`src/rtl/crypto_pkg.sv`:
```
// -----------------------------------------------------------------------------
// crypto_pkg
// Shared types and defaults for the iterative cipher engine.
//   state_t      : engine control state (IDLE, LOADED, RUN, DONE)
//   ENC / DEC    : mode encoding, matching the control unit's register select
//   DEF_*        : default data width, round count and per-round rotate
// -----------------------------------------------------------------------------
package crypto_pkg;

   typedef enum logic [1:0] {
      IDLE   = 2'd0,
      LOADED = 2'd1,
      RUN    = 2'd2,
      DONE   = 2'd3
   } state_t;

   localparam logic ENC = 1'b0;
   localparam logic DEC = 1'b1;

   localparam int DEF_DATA_W = 16;
   localparam int DEF_ROUNDS = 8;
   localparam int DEF_ROT    = 3;

endpackage

```
`src/rtl/crypto_engine_if.sv`:
```
// -----------------------------------------------------------------------------
// crypto_engine_if
// Crypto handshake between the control unit (master) and the engine (slave).
//   start_crypt / start_decrypt : mode select, qualified by Load_data
//   Load_data                   : latch data_in, key_in and mode
//   start_execute_crypto        : begin rounds
//   Store_data                  : result consumed, release engine
//   data_in / key_in            : operand and key
//   data_out                    : held result
//   fin_crypto                  : result valid until released or reloaded
//   busy                        : rounds in progress
// -----------------------------------------------------------------------------
interface crypto_engine_if
   import crypto_pkg::*;
#(
   parameter int DATA_W = DEF_DATA_W
) ();

   logic              start_crypt;
   logic              start_decrypt;
   logic              Load_data;
   logic              start_execute_crypto;
   logic              Store_data;
   logic [DATA_W-1:0] data_in;
   logic [DATA_W-1:0] key_in;
   logic [DATA_W-1:0] data_out;
   logic              fin_crypto;
   logic              busy;

   modport master (
      output start_crypt, start_decrypt, Load_data, start_execute_crypto,
             Store_data, data_in, key_in,
      input  data_out, fin_crypto, busy
   );

   modport slave (
      input  start_crypt, start_decrypt, Load_data, start_execute_crypto,
             Store_data, data_in, key_in,
      output data_out, fin_crypto, busy
   );

endinterface

```
`src/rtl/crypto_round.sv`:
```
// -----------------------------------------------------------------------------
// crypto_round
// One combinational cipher round.
//   x    : round input
//   k    : round key
//   mode : ENC or DEC
//   y    : round output
// Encrypt: y = rotl(x ^ k, ROT) + k
// Decrypt: y = rotr(x - k, ROT) ^ k   (exact inverse of encrypt)
// -----------------------------------------------------------------------------
module crypto_round
   import crypto_pkg::*;
#(
   parameter int DATA_W = DEF_DATA_W,
   parameter int ROT    = DEF_ROT
) (
   input  logic [DATA_W-1:0] x,
   input  logic [DATA_W-1:0] k,
   input  logic              mode,
   output logic [DATA_W-1:0] y
);

   logic [DATA_W-1:0] mix_enc;
   logic [DATA_W-1:0] mix_dec;
   logic [DATA_W-1:0] out_enc;
   logic [DATA_W-1:0] out_dec;

   assign mix_enc = x ^ k;
   assign mix_dec = x - k;

   // Rotates are fixed-amount, so they reduce to plain wiring.
   assign out_enc = {mix_enc[DATA_W-ROT-1:0], mix_enc[DATA_W-1:DATA_W-ROT]} + k;
   assign out_dec = {mix_dec[ROT-1:0], mix_dec[DATA_W-1:ROT]} ^ k;

   assign y = (mode == ENC) ? out_enc : out_dec;

endmodule

```
`src/rtl/crypto_engine.sv`:
```
// -----------------------------------------------------------------------------
// crypto_engine
// Iterative symmetric cipher: latches operand/key/mode on Load_data, runs
// ROUNDS rounds (one per clock) after start_execute_crypto, then holds the
// result in data_out with fin_crypto high until Store_data or a new load.
//   clk : rising-edge clock
//   rst : synchronous, active-high reset
//   bus : crypto_engine_if slave port (handshake, operand, key, result)
// -----------------------------------------------------------------------------
module crypto_engine
   import crypto_pkg::*;
#(
   parameter int DATA_W = DEF_DATA_W,
   parameter int ROUNDS = DEF_ROUNDS,
   parameter int ROT    = DEF_ROT
) (
   input  logic           clk,
   input  logic           rst,
   crypto_engine_if.slave bus
);

   localparam int               CNT_W = (ROUNDS > 1) ? $clog2(ROUNDS) : 1;
   localparam logic [CNT_W-1:0] LAST  = CNT_W'(ROUNDS - 1);

   state_t            state_q, state_d;
   logic [DATA_W-1:0] x_q, x_d;
   logic [DATA_W-1:0] key_q, key_d;
   logic [DATA_W-1:0] dout_q, dout_d;
   logic              mode_q, mode_d;
   logic              fin_q, fin_d;
   logic [CNT_W-1:0]  cnt_q, cnt_d;
   logic [CNT_W-1:0]  idx;
   logic [DATA_W-1:0] round_key;
   logic [DATA_W-1:0] round_out;
   logic              load_ok;

   function automatic logic [DATA_W-1:0] rotl(input logic [DATA_W-1:0] v,
                                              input int amt);
      if (amt == 0) return v;
      return (v << amt) | (v >> (DATA_W - amt));
   endfunction

   // Decrypt walks the key schedule backwards so it undoes encrypt in order.
   assign idx       = (mode_q == ENC) ? cnt_q : LAST - cnt_q;
   assign round_key = rotl(key_q, int'(idx) % DATA_W) ^ DATA_W'(idx);

   crypto_round #(
      .DATA_W (DATA_W),
      .ROT    (ROT)
   ) u_round (
      .x    (x_q),
      .k    (round_key),
      .mode (mode_q),
      .y    (round_out)
   );

   // A load needs exactly one mode bit and is refused while rounds run.
   assign load_ok = bus.Load_data && (bus.start_crypt != bus.start_decrypt)
                    && (state_q != RUN);

   always_comb begin
      // NOTE: every variable gets its hold value first so no path leaves it
      // unassigned, which would otherwise infer a latch.
      state_d = state_q;
      x_d     = x_q;
      key_d   = key_q;
      mode_d  = mode_q;
      cnt_d   = cnt_q;
      dout_d  = dout_q;
      fin_d   = fin_q;

      if (load_ok) begin
         // Load outranks a same-cycle execute or store.
         state_d = LOADED;
         x_d     = bus.data_in;
         key_d   = bus.key_in;
         mode_d  = bus.start_decrypt ? DEC : ENC;
         fin_d   = 1'b0;
      end else begin
         unique case (state_q)
            LOADED: begin
               if (bus.start_execute_crypto) begin
                  state_d = RUN;
                  cnt_d   = '0;
               end
            end
            RUN: begin
               x_d   = round_out;
               cnt_d = cnt_q + 1'b1;
               if (cnt_q == LAST) begin
                  state_d = DONE;
                  dout_d  = round_out;
                  fin_d   = 1'b1;
                  cnt_d   = '0;
               end
            end
            DONE: begin
               if (bus.Store_data) begin
                  state_d = IDLE;
                  fin_d   = 1'b0;
               end
            end
            default: ;
         endcase
      end
   end

   // NOTE: state registers use non-blocking assignments so every flop samples
   // pre-edge values regardless of statement order.
   always_ff @(posedge clk) begin
      if (rst) begin
         state_q <= IDLE;
         x_q     <= '0;
         key_q   <= '0;
         mode_q  <= ENC;
         cnt_q   <= '0;
         dout_q  <= '0;
         fin_q   <= 1'b0;
      end else begin
         state_q <= state_d;
         x_q     <= x_d;
         key_q   <= key_d;
         mode_q  <= mode_d;
         cnt_q   <= cnt_d;
         dout_q  <= dout_d;
         fin_q   <= fin_d;
      end
   end

   assign bus.data_out   = dout_q;
   assign bus.fin_crypto = fin_q;
   assign bus.busy       = (state_q == RUN);

endmodule

```
`src/flat_wrapper.sv`:
```
// flat-port wrapper written by rule: the top's interface ports become plain ports
module crypto_engine_flat import crypto_pkg::*;
#(
   parameter int DATA_W = DEF_DATA_W,
   parameter int ROUNDS = DEF_ROUNDS,
   parameter int ROT    = DEF_ROT
)
  (clk, rst, bus_start_crypt, bus_start_decrypt, bus_Load_data, bus_start_execute_crypto, bus_Store_data, bus_data_in, bus_key_in, bus_data_out, bus_fin_crypto, bus_busy);
  crypto_engine_if #(.DATA_W(DATA_W)) bus_i ();
  input  logic clk;
  input  logic rst;
  input wire logic [$bits(bus_i.start_crypt)-1:0] bus_start_crypt;
  input wire logic [$bits(bus_i.start_decrypt)-1:0] bus_start_decrypt;
  input wire logic [$bits(bus_i.Load_data)-1:0] bus_Load_data;
  input wire logic [$bits(bus_i.start_execute_crypto)-1:0] bus_start_execute_crypto;
  input wire logic [$bits(bus_i.Store_data)-1:0] bus_Store_data;
  input wire logic [$bits(bus_i.data_in)-1:0] bus_data_in;
  input wire logic [$bits(bus_i.key_in)-1:0] bus_key_in;
  output wire logic [$bits(bus_i.data_out)-1:0] bus_data_out;
  output wire logic [$bits(bus_i.fin_crypto)-1:0] bus_fin_crypto;
  output wire logic [$bits(bus_i.busy)-1:0] bus_busy;
  assign bus_i.start_crypt = bus_start_crypt;
  assign bus_i.start_decrypt = bus_start_decrypt;
  assign bus_i.Load_data = bus_Load_data;
  assign bus_i.start_execute_crypto = bus_start_execute_crypto;
  assign bus_i.Store_data = bus_Store_data;
  assign bus_i.data_in = bus_data_in;
  assign bus_i.key_in = bus_key_in;
  assign bus_data_out = bus_i.data_out;
  assign bus_fin_crypto = bus_i.fin_crypto;
  assign bus_busy = bus_i.busy;
  crypto_engine #(.DATA_W(DATA_W), .ROUNDS(ROUNDS), .ROT(ROT)) u_core (.clk(clk), .rst(rst), .bus(bus_i));
endmodule
```
`config.mk`:
```
export PLATFORM = sky130hd
export DESIGN_NAME = crypto_engine_flat
export DESIGN_NICKNAME = d
export VERILOG_FILES = /design/src/rtl/crypto_pkg.sv /design/src/rtl/crypto_engine_if.sv /design/src/rtl/crypto_round.sv /design/src/rtl/crypto_engine.sv /design/src/flat_wrapper.sv
export SDC_FILE = /design/constraint.sdc
export NUM_CORES = 1
export LEC_CHECK = 0
export ABC_AREA = 1
export BUFFER_PORTS_ARGS = -buffer_cell sky130_fd_sc_hd__buf_2
export CORE_MARGIN = 4
export CORE_UTILIZATION = 40
export DETAILED_ROUTE_END_ITERATION = 12
export PLACE_DENSITY = 0.65
export SLEW_MARGIN = 20
export SYNTH_ARGS = -nofsm -noshare
export SYNTH_HDL_FRONTEND = slang
export SYNTH_SLANG_ARGS = --single-unit
export TNS_END_PERCENT = 50
```
`constraint.sdc`:
```
create_clock -name clk -period 5.1 [get_ports clk]
set_input_delay 0.51 -clock clk [delete_from_list [all_inputs] [get_ports clk]]
set_output_delay 0.51 -clock clk [all_outputs]
set_load 0.01 [all_outputs]
```
Word level (Yosys, flattened, before mapping):

Cells that the tools add are included.

* register bits after elaboration: 55
* latch bits: 0
* memory bits (writable): 0
* memory bits (read-only): 0
* bits of input ports: 39
* output and inout port bits: 18
* memories kept: 0

* $add $sub $neg: 5
* multipliers: 0
* divide/modulo/power cells: 0
* $lt $le $gt $ge: 0
* equal/unequal tests: 12
* shift-type cells: 2
* muxes and demuxes: 19
* bitwise operators: 5
* reductions and logical operators: 14

Operators by type and width (count)
* 16-bit two-way mux: 5
* 32-bit logical NOT: 1
* 16-bit by 32-bit right shift with 16-bit output: 1
* 16-bit XOR: 2
* 16-bit adder: 1
* 16-bit bitwise OR: 1
* 16-bit by 3-bit << shifter with 16-bit output: 1
* 16-bit subtractor: 1
* 16-bit by 3-bit XOR with 16-bit output: 1
* 3-bit two-way mux: 3
* 3-bit AND reduction: 3
* 4-bit AND reduction: 2
* 2-bit two-way mux: 3
* 2-bit inequality test, second input constant: 3
* 3-bit by 2-bit inequality test with 1-bit output, second input constant: 2
* 2-bit one-hot mux with 3 select lines: 1
* 3-bit one-hot mux with 2 select lines: 1
* 2-bit nonzero test: 3
* 5-bit by 3-bit subtractor with 6-bit output, first input constant: 1
* 1-bit two-way mux: 5
* 2-bit == test, second input constant: 2
* 4-bit nonzero test: 1
* 3-bit by 1-bit adder with 3-bit output, second input constant: 1
* 3-bit == test, second input constant: 1
* other kinds (10): 11

Longest topological paths before layout:

* word-level depth: 12
* gate-level depth with buffers: 28

Cells and area by module:

Synthesis repeated with hierarchy kept, for this count alone.

* cells, all modules: 1024
* area, all modules: 5781.8 µm²

By module, submodules not included
* crypto_engine: times used 1, cells an instance 568, area each 3469.6 µm², sequential area each 1101.1 µm²
* crypto_round: times used 1, cells an instance 456, area each 2312.2 µm², sequential area each 0.0 µm²

Least setup slack after synthesis:

Ideal clock, no wire load.

* path type: reg2reg
* start: reg u_core.cnt_q[0]
* end: reg u_core.dout_q[14] (netlist: u_core.bus.data_out[14])
* setup time: 0.115 ns
* arrival: 3.392 ns
* required time: 4.985 ns
* slack: 1.593 ns
* stages on the path, launching flop included: 26
* buffers on the path: 2
* clock period less this slack: 3.507 ns
* path through: dfxtp_1 -> inv_1 -> nand2_2 -> nand2_2 -> buf_6 -> buf_6 -> nand2_1 -> o21ai_0 -> nand2_1 -> o21ai_0 -> nand2_1 -> nand2_1 -> o21ai_0 -> inv_1 -> ha_1 -> inv_1 -> ha_1 -> nand2_1 -> o21a_1 -> nor2_1 -> a2111oi_0 -> nand3_1 -> nand3_1 -> nand2_1 -> o21ai_0 -> inv_1

* cells in the longest elaborated chain, start to end: 10
* elaborated cells on any way between the ends: 17
* classes of those cells: 4 x add/sub; 1 x eq/ne; 2 x shift; 4 x mux; 4 x bitwise; 2 x reduce/logical

Ends and longest elaborated chain
* start: declaration: RTL line crypto_engine.sv:31 `logic [CNT_W-1:0] cnt_q, cnt_d;`
* start signal: assignment: RTL line crypto_engine.sv:124 `cnt_q <= cnt_d;`
* 3-bit subtractor: RTL line crypto_engine.sv:44 `assign idx = (mode_q == ENC) ? cnt_q : LAST - cnt_q;`
* 3-bit two-way mux: RTL line crypto_engine.sv:44
* 5-bit by 3-bit subtractor with 6-bit output: RTL line crypto_engine.sv:40 `return (v << amt) | (v >> (DATA_W - amt));`
* 16-bit by 32-bit right shift with 16-bit output: RTL line crypto_engine.sv:40
* 16-bit bitwise OR: RTL line crypto_engine.sv:40
* 16-bit two-way mux: RTL line crypto_engine.sv:40
* 16-bit by 3-bit XOR with 16-bit output: RTL line crypto_engine.sv:45 `assign round_key = rotl(key_q, int'(idx) % DATA_W) ^ DATA_W'(idx);`
* 16-bit XOR or 16-bit subtractor (tied branches): RTL line crypto_round.sv:28, crypto_round.sv:29
* 16-bit adder or 16-bit XOR (tied branches): RTL line crypto_round.sv:32, crypto_round.sv:33
* 16-bit two-way mux: RTL line crypto_round.sv:35 `assign y = (mode == ENC) ? out_enc : out_dec;`
* end signal: assignment: RTL line crypto_engine.sv:125 `dout_q <= dout_d;`
* end: declaration: RTL line crypto_engine.sv:28 `logic [DATA_W-1:0] dout_q, dout_d;`

Several ways; a longest one is shown, not always the timed one.
A chain may end at the register's enable or synchronous reset.

Final worst setup path:

* start: reg u_core.mode_q
* end: reg u_core.dout_q[13] (netlist: u_core.bus.data_out[13])

* cells in the longest elaborated chain, start to end: 9
* elaborated cells on any way between the ends: 14
* classes of those cells: 3 x add/sub; 2 x shift; 4 x mux; 4 x bitwise; 1 x reduce/logical

Ends and longest elaborated chain
* start: declaration: RTL line crypto_engine.sv:29 `logic mode_q, mode_d;`
* start signal: assignment: RTL line crypto_engine.sv:123 `mode_q <= mode_d;`
* 3-bit two-way mux: RTL line crypto_engine.sv:44
* 5-bit by 3-bit subtractor with 6-bit output: RTL line crypto_engine.sv:40
* 16-bit by 32-bit right shift with 16-bit output: RTL line crypto_engine.sv:40
* 16-bit bitwise OR: RTL line crypto_engine.sv:40
* 16-bit two-way mux: RTL line crypto_engine.sv:40
* 16-bit by 3-bit XOR with 16-bit output: RTL line crypto_engine.sv:45
* 16-bit XOR or 16-bit subtractor (tied branches): RTL line crypto_round.sv:28, crypto_round.sv:29
* 16-bit adder or 16-bit XOR (tied branches): RTL line crypto_round.sv:32, crypto_round.sv:33
* 16-bit two-way mux *: RTL line crypto_round.sv:35

Every way passes the cells marked *; elsewhere a longest branch is shown, timed or not.

==> impl_results.html <==
<table>
<tr><th>Metric</th><th>Value</th></tr>
<tr><th colspan="2">Place</th></tr>
<tr><td>Half-perimeter wire length of the detailed placement result</td><td>13,000 um</td></tr>
<tr><td>Weighted congestion reported at the end of routability-driven placement</td><td>approximately 1.1</td></tr>
<tr><td>IO buf count</td><td>56</td></tr>
<tr><td>Number of placed instances, taps included</td><td>around 1,100</td></tr>
<tr><th colspan="2">Floorplanning</th></tr>
<tr><td>Boundary Pins</td><td>57</td></tr>
<tr><td>Die Span Y</td><td>121 um</td></tr>
<tr><td>Count of standard-cell rows</td><td>41</td></tr>
<tr><td>Die boundary width</td><td>approximately 120 um</td></tr>
<tr><td>Die outline area</td><td>0.0147 mm^2</td></tr>
<tr><td>Effective utilization at floorplan</td><td>0.408</td></tr>
<tr><td>Core Box Area</td><td>about 0.013 mm^2</td></tr>
<tr><th colspan="2">STA</th></tr>
<tr><td>Setup Skew</td><td>around 0.0043 ns</td></tr>
<tr><td>Time the final worst path needs with I/O delays and setup</td><td>roughly 4.4 ns</td></tr>
<tr><td>Unrepaired setup endpoints after global routing</td><td>false</td></tr>
<tr><td>Final clock period utilization by the worst path</td><td>0.865</td></tr>
<tr><td>Slew margin rel.</td><td>0.455</td></tr>
<tr><td>Setup TNS Final</td><td>0 ns</td></tr>
<tr><td>Achievable clock frequency</td><td>227 MHz</td></tr>
<tr><td>Transition time at the pin with the least slew margin</td><td>approximately 0.82 ns</td></tr>
<tr><td>Final hold violations</td><td>0</td></tr>
<tr><td>Count of final max-slew check failures</td><td>0</td></tr>
<tr><td>Final setup violation count</td><td>0</td></tr>
<tr><th colspan="2">Final layout</th></tr>
<tr><td>Filler cell count in the final layout</td><td>roughly 1,400</td></tr>
<tr><td>Area added between synthesis and finish</td><td>10.6%</td></tr>
<tr><td>Fraction of layout cells with a size suffix above 1</td><td>0.0991</td></tr>
<tr><td>Number of antenna cells inserted</td><td>0</td></tr>
<tr><td>Most common cell after layout, fill and taps aside</td><td>sky130_fd_sc_hd__nand2_1</td></tr>
<tr><td>Final #Nets</td><td>972</td></tr>
<tr><td>Commonest non-fill, non-tap cells in the layout</td><td>sky130_fd_sc_hd__nand2_1, sky130_fd_sc_hd__inv_1, sky130_fd_sc_hd__nand3_1, sky130_fd_sc_hd__o21ai_0, sky130_fd_sc_hd__a21oi_1</td></tr>
<tr><td>Final instance count without filler cells</td><td>1,070</td></tr>
<tr><th colspan="2">Worst setup path</th></tr>
<tr><td>Arrival time at the worst endpoint</td><td>4.60 ns</td></tr>
<tr><td>Launching element of the worst setup path</td><td>u_core.mode_q</td></tr>
<tr><td>Critical path class</td><td>reg -&gt; reg</td></tr>
<tr><td>Worst flop-to-flop path startpoint</td><td>u_core.mode_q</td></tr>
<tr><td>Largest fanout on the critical path</td><td>25</td></tr>
<tr><td>Data required time at the worst endpoint</td><td>~5.3 ns</td></tr>
<tr><td>Kind of start point of the critical path</td><td>flip-flop</td></tr>
<tr><td>Endpoint kind of the worst setup timing path</td><td>flip-flop</td></tr>
<tr><th colspan="2">Synthesis</th></tr>
<tr><td>Total number of yosys warnings</td><td>0</td></tr>
<tr><td>Cells after Synth</td><td>between 800 and 900</td></tr>
<tr><td>Top area cells in the synthesized netlist</td><td>sky130_fd_sc_hd__dfxtp_1, sky130_fd_sc_hd__nand2_1, sky130_fd_sc_hd__inv_1</td></tr>
<tr><td>Synth Area per Inst</td><td>6.00 um^2</td></tr>
<tr><td>Cell accounting for the most synthesized area</td><td>sky130_fd_sc_hd__dfxtp_1</td></tr>
<tr><td>Post-synthesis cell type count</td><td>39</td></tr>
<tr><td>Synth Net Count</td><td>roughly 930</td></tr>
<tr><td>Number of enable flip-flop cells after synthesis</td><td>0</td></tr>
<tr><td>Fraction of registers with async set or reset after synthesis</td><td>0</td></tr>
<tr><td>Post-Syn Area</td><td>0.00514 mm^2</td></tr>
<tr><td>Area share of the largest cell type after synthesis</td><td>0.214</td></tr>
<tr><td>Count of state elements after synthesis</td><td>55</td></tr>
<tr><td>Register area share after synthesis</td><td>0.214</td></tr>
<tr><td>Most used DFF post-synth</td><td>sky130_fd_sc_hd__dfxtp_1</td></tr>
<tr><th colspan="2">Route</th></tr>
<tr><td>Vias post-DR</td><td>between 5,000 and 6,000</td></tr>
<tr><td>DR iter-0 viols</td><td>slightly above 700</td></tr>
<tr><td>Remaining number of nets flagged by the antenna check after routing</td><td>0</td></tr>
<tr><td>First-pass detailed-route iteration total</td><td>6</td></tr>
<tr><td># DRC</td><td>0</td></tr>
<tr><td>Total wire length</td><td>16,200 um</td></tr>
<tr><td>Via/cell ratio</td><td>approximately 5.3</td></tr>
<tr><td>Routed wirelength normalized by instance count</td><td>about 15 um</td></tr>
<tr><th colspan="2">Worst hold path</th></tr>
<tr><td>Hold path start</td><td>u_core.key_q[5]</td></tr>
<tr><td>Worst hold path class</td><td>reg -&gt; reg</td></tr>
<tr><th colspan="2">Clocking</th></tr>
<tr><td>Clock tree sinks</td><td>55</td></tr>
<tr><td>Clock tree from TritonCTS</td><td>built</td></tr>
<tr><td>Buffers inserted by post-CTS timing repair</td><td>0</td></tr>
<tr><td>H-Tree Level Count</td><td>2</td></tr>
<tr><td>CTS root buffer</td><td>sky130_fd_sc_hd__clkbuf_16</td></tr>
<tr><td>Longest Clk Path Bufs</td><td>2</td></tr>
<tr><td>Hold-fix buffers, CTS</td><td>0</td></tr>
<tr><td>Clock-pin slew of the registers on the worst-case setup and hold paths</td><td>0.07 ns</td></tr>
<tr><td>TritonCTS Buffers</td><td>5</td></tr>
<tr><td>Clock latency at the later pin of the worst-skew pair</td><td>roughly 0.30 ns</td></tr>
<tr><td>Post-cts repair resize count</td><td>0</td></tr>
<tr><th colspan="2">Global route</th></tr>
<tr><td>Total routing resource utilization after global routing</td><td>0.225</td></tr>
<tr><td>Wire length of the first global-routing pass</td><td>26,800 um</td></tr>
<tr><td>Number of global-route vias before repair</td><td>~5,300</td></tr>
<tr><td>Overall overflow remaining after global route</td><td>0</td></tr>
<tr><td>Pin count of the biggest net entering global routing</td><td>38</td></tr>
<tr><td>Antenna violations before repair</td><td>0</td></tr>
<tr><th colspan="2">Run status</th></tr>
<tr><td>Outcome</td><td>completed</td></tr>
<tr><th colspan="2">Flow run</th></tr>
<tr><td>Number of max-cap violations</td><td>0</td></tr>
</table>
[layer usage]
metal | wire length (um) | global-route usage | vias up
met2 | 6780 | 0.330 | 245
met5 | 0 | 0 | -
met3 | 1330 | 0.0364 | 34
li1 | - | - | 2888
met4 | 484 | 0.0791 | 0
met1 | 7640 | 0.331 | 2543
[metrics by stage]
| stage | cell area (um^2) | util | hold slack [ns] | setup WS, ns |
|---|---|---|---|---|
| 2_1_floorplan | 5140 | - | 0.441 | 1.59 |
| 3_3_place_gp | 5540 | 0.439 | 0.463 | 0.803 |
| 3_5_place_dp | 5540 | 0.439 | 0.465 | 0.764 |
| 4_1_cts | 5690 | 0.451 | 0.472 | 0.721 |
| 5_1_grt | 5690 | 0.451 | 0.489 | 0.177 |
| 6_report | 5690 | 0.451 | 0.473 | 0.688 |
[cell type report]
cell class / instances / area, um^2 / share of cell area
multi-input cells: 638 / 3400 / 0.598
flip-flops and latches: 55 / 1100 / 0.193
inverters: 137 / 514 / 0.0904
repair buffers: 60 / 310 / 0.0545
well taps: 172 / 215 / 0.0378
clock buffers: 6 / 129 / 0.0226
clock inverters: 2 / 16.3 / 0.00286
[path summary, 6_finish.rpt]
path                              to  slack [ns]  cells after the start
max          u_core.bus.data_out[13]        0.69                     21
max reg2reg  u_core.bus.data_out[13]        0.69                     21
min                  u_core.key_q[5]        0.47                      2
min reg2reg          u_core.key_q[5]        0.47                      2
[state kept, by name, indices dropped and copies added, names as in the netlist]
name / flops
u_core.bus.data_out: 16
u_core.bus.fin_crypto: 1
u_core.cnt_q: 3
u_core.key_q: 16
u_core.mode_q: 1
u_core.state_q: 2
u_core.x_q: 16
[kinds of logic after synthesis]
family,Yosys count,share of synthesized area
XOR/XNOR,22,0.0375
adder cells (fa/ha/maj),36,0.0876
AND/OR/NAND/NOR,391,0.324
buffers and inverters,164,0.126
multiplexers,4,0.00778
AO/OA/AOI/OAI,185,0.203
flip-flops,55,0.214
[cell usage after synthesis, types with 5 or more instances]
library cell,n
sky130_fd_sc_hd__inv_1,132
sky130_fd_sc_hd__nand2_1,205
sky130_fd_sc_hd__nand3_1,88
sky130_fd_sc_hd__a31oi_1,11
sky130_fd_sc_hd__ha_1,36
sky130_fd_sc_hd__or2_2,5
sky130_fd_sc_hd__dfxtp_1,55
sky130_fd_sc_hd__o21ai_1,6
sky130_fd_sc_hd__clkbuf_1,18
sky130_fd_sc_hd__nand2_2,9
sky130_fd_sc_hd__a211oi_1,5
sky130_fd_sc_hd__a22o_1,11
sky130_fd_sc_hd__nor3_1,9
sky130_fd_sc_hd__xor2_1,19
sky130_fd_sc_hd__nor4_1,5
sky130_fd_sc_hd__a21oi_1,67
sky130_fd_sc_hd__o21ai_0,67
sky130_fd_sc_hd__nor2_1,63
sky130_fd_sc_hd__a21o_1,5
[worst max-delay path, cell delays in order (launching register included)]
cell                      delay, ns
sky130_fd_sc_hd__dfxtp_1       0.39
sky130_fd_sc_hd__inv_2         0.06
sky130_fd_sc_hd__buf_4         0.21
sky130_fd_sc_hd__nand2_1       0.10
sky130_fd_sc_hd__nand2_2       0.28
sky130_fd_sc_hd__nand2_1       0.21
sky130_fd_sc_hd__nand2_1       0.13
sky130_fd_sc_hd__o21ai_0       0.60
sky130_fd_sc_hd__inv_1         0.11
sky130_fd_sc_hd__ha_1          0.38
sky130_fd_sc_hd__inv_1         0.10
sky130_fd_sc_hd__ha_1          0.35
sky130_fd_sc_hd__a21oi_1       0.15
sky130_fd_sc_hd__inv_1         0.08
sky130_fd_sc_hd__a31oi_1       0.29
sky130_fd_sc_hd__o21ai_0       0.12
sky130_fd_sc_hd__a31oi_1       0.21
sky130_fd_sc_hd__nand3_1       0.10
sky130_fd_sc_hd__nand3_1       0.09
sky130_fd_sc_hd__nand2_1       0.12
sky130_fd_sc_hd__o21ai_0       0.17
sky130_fd_sc_hd__inv_1         0.06
Power is not shown: default switching activity piles up to over one toggle a cycle in this logic, so the estimate is an artifact.
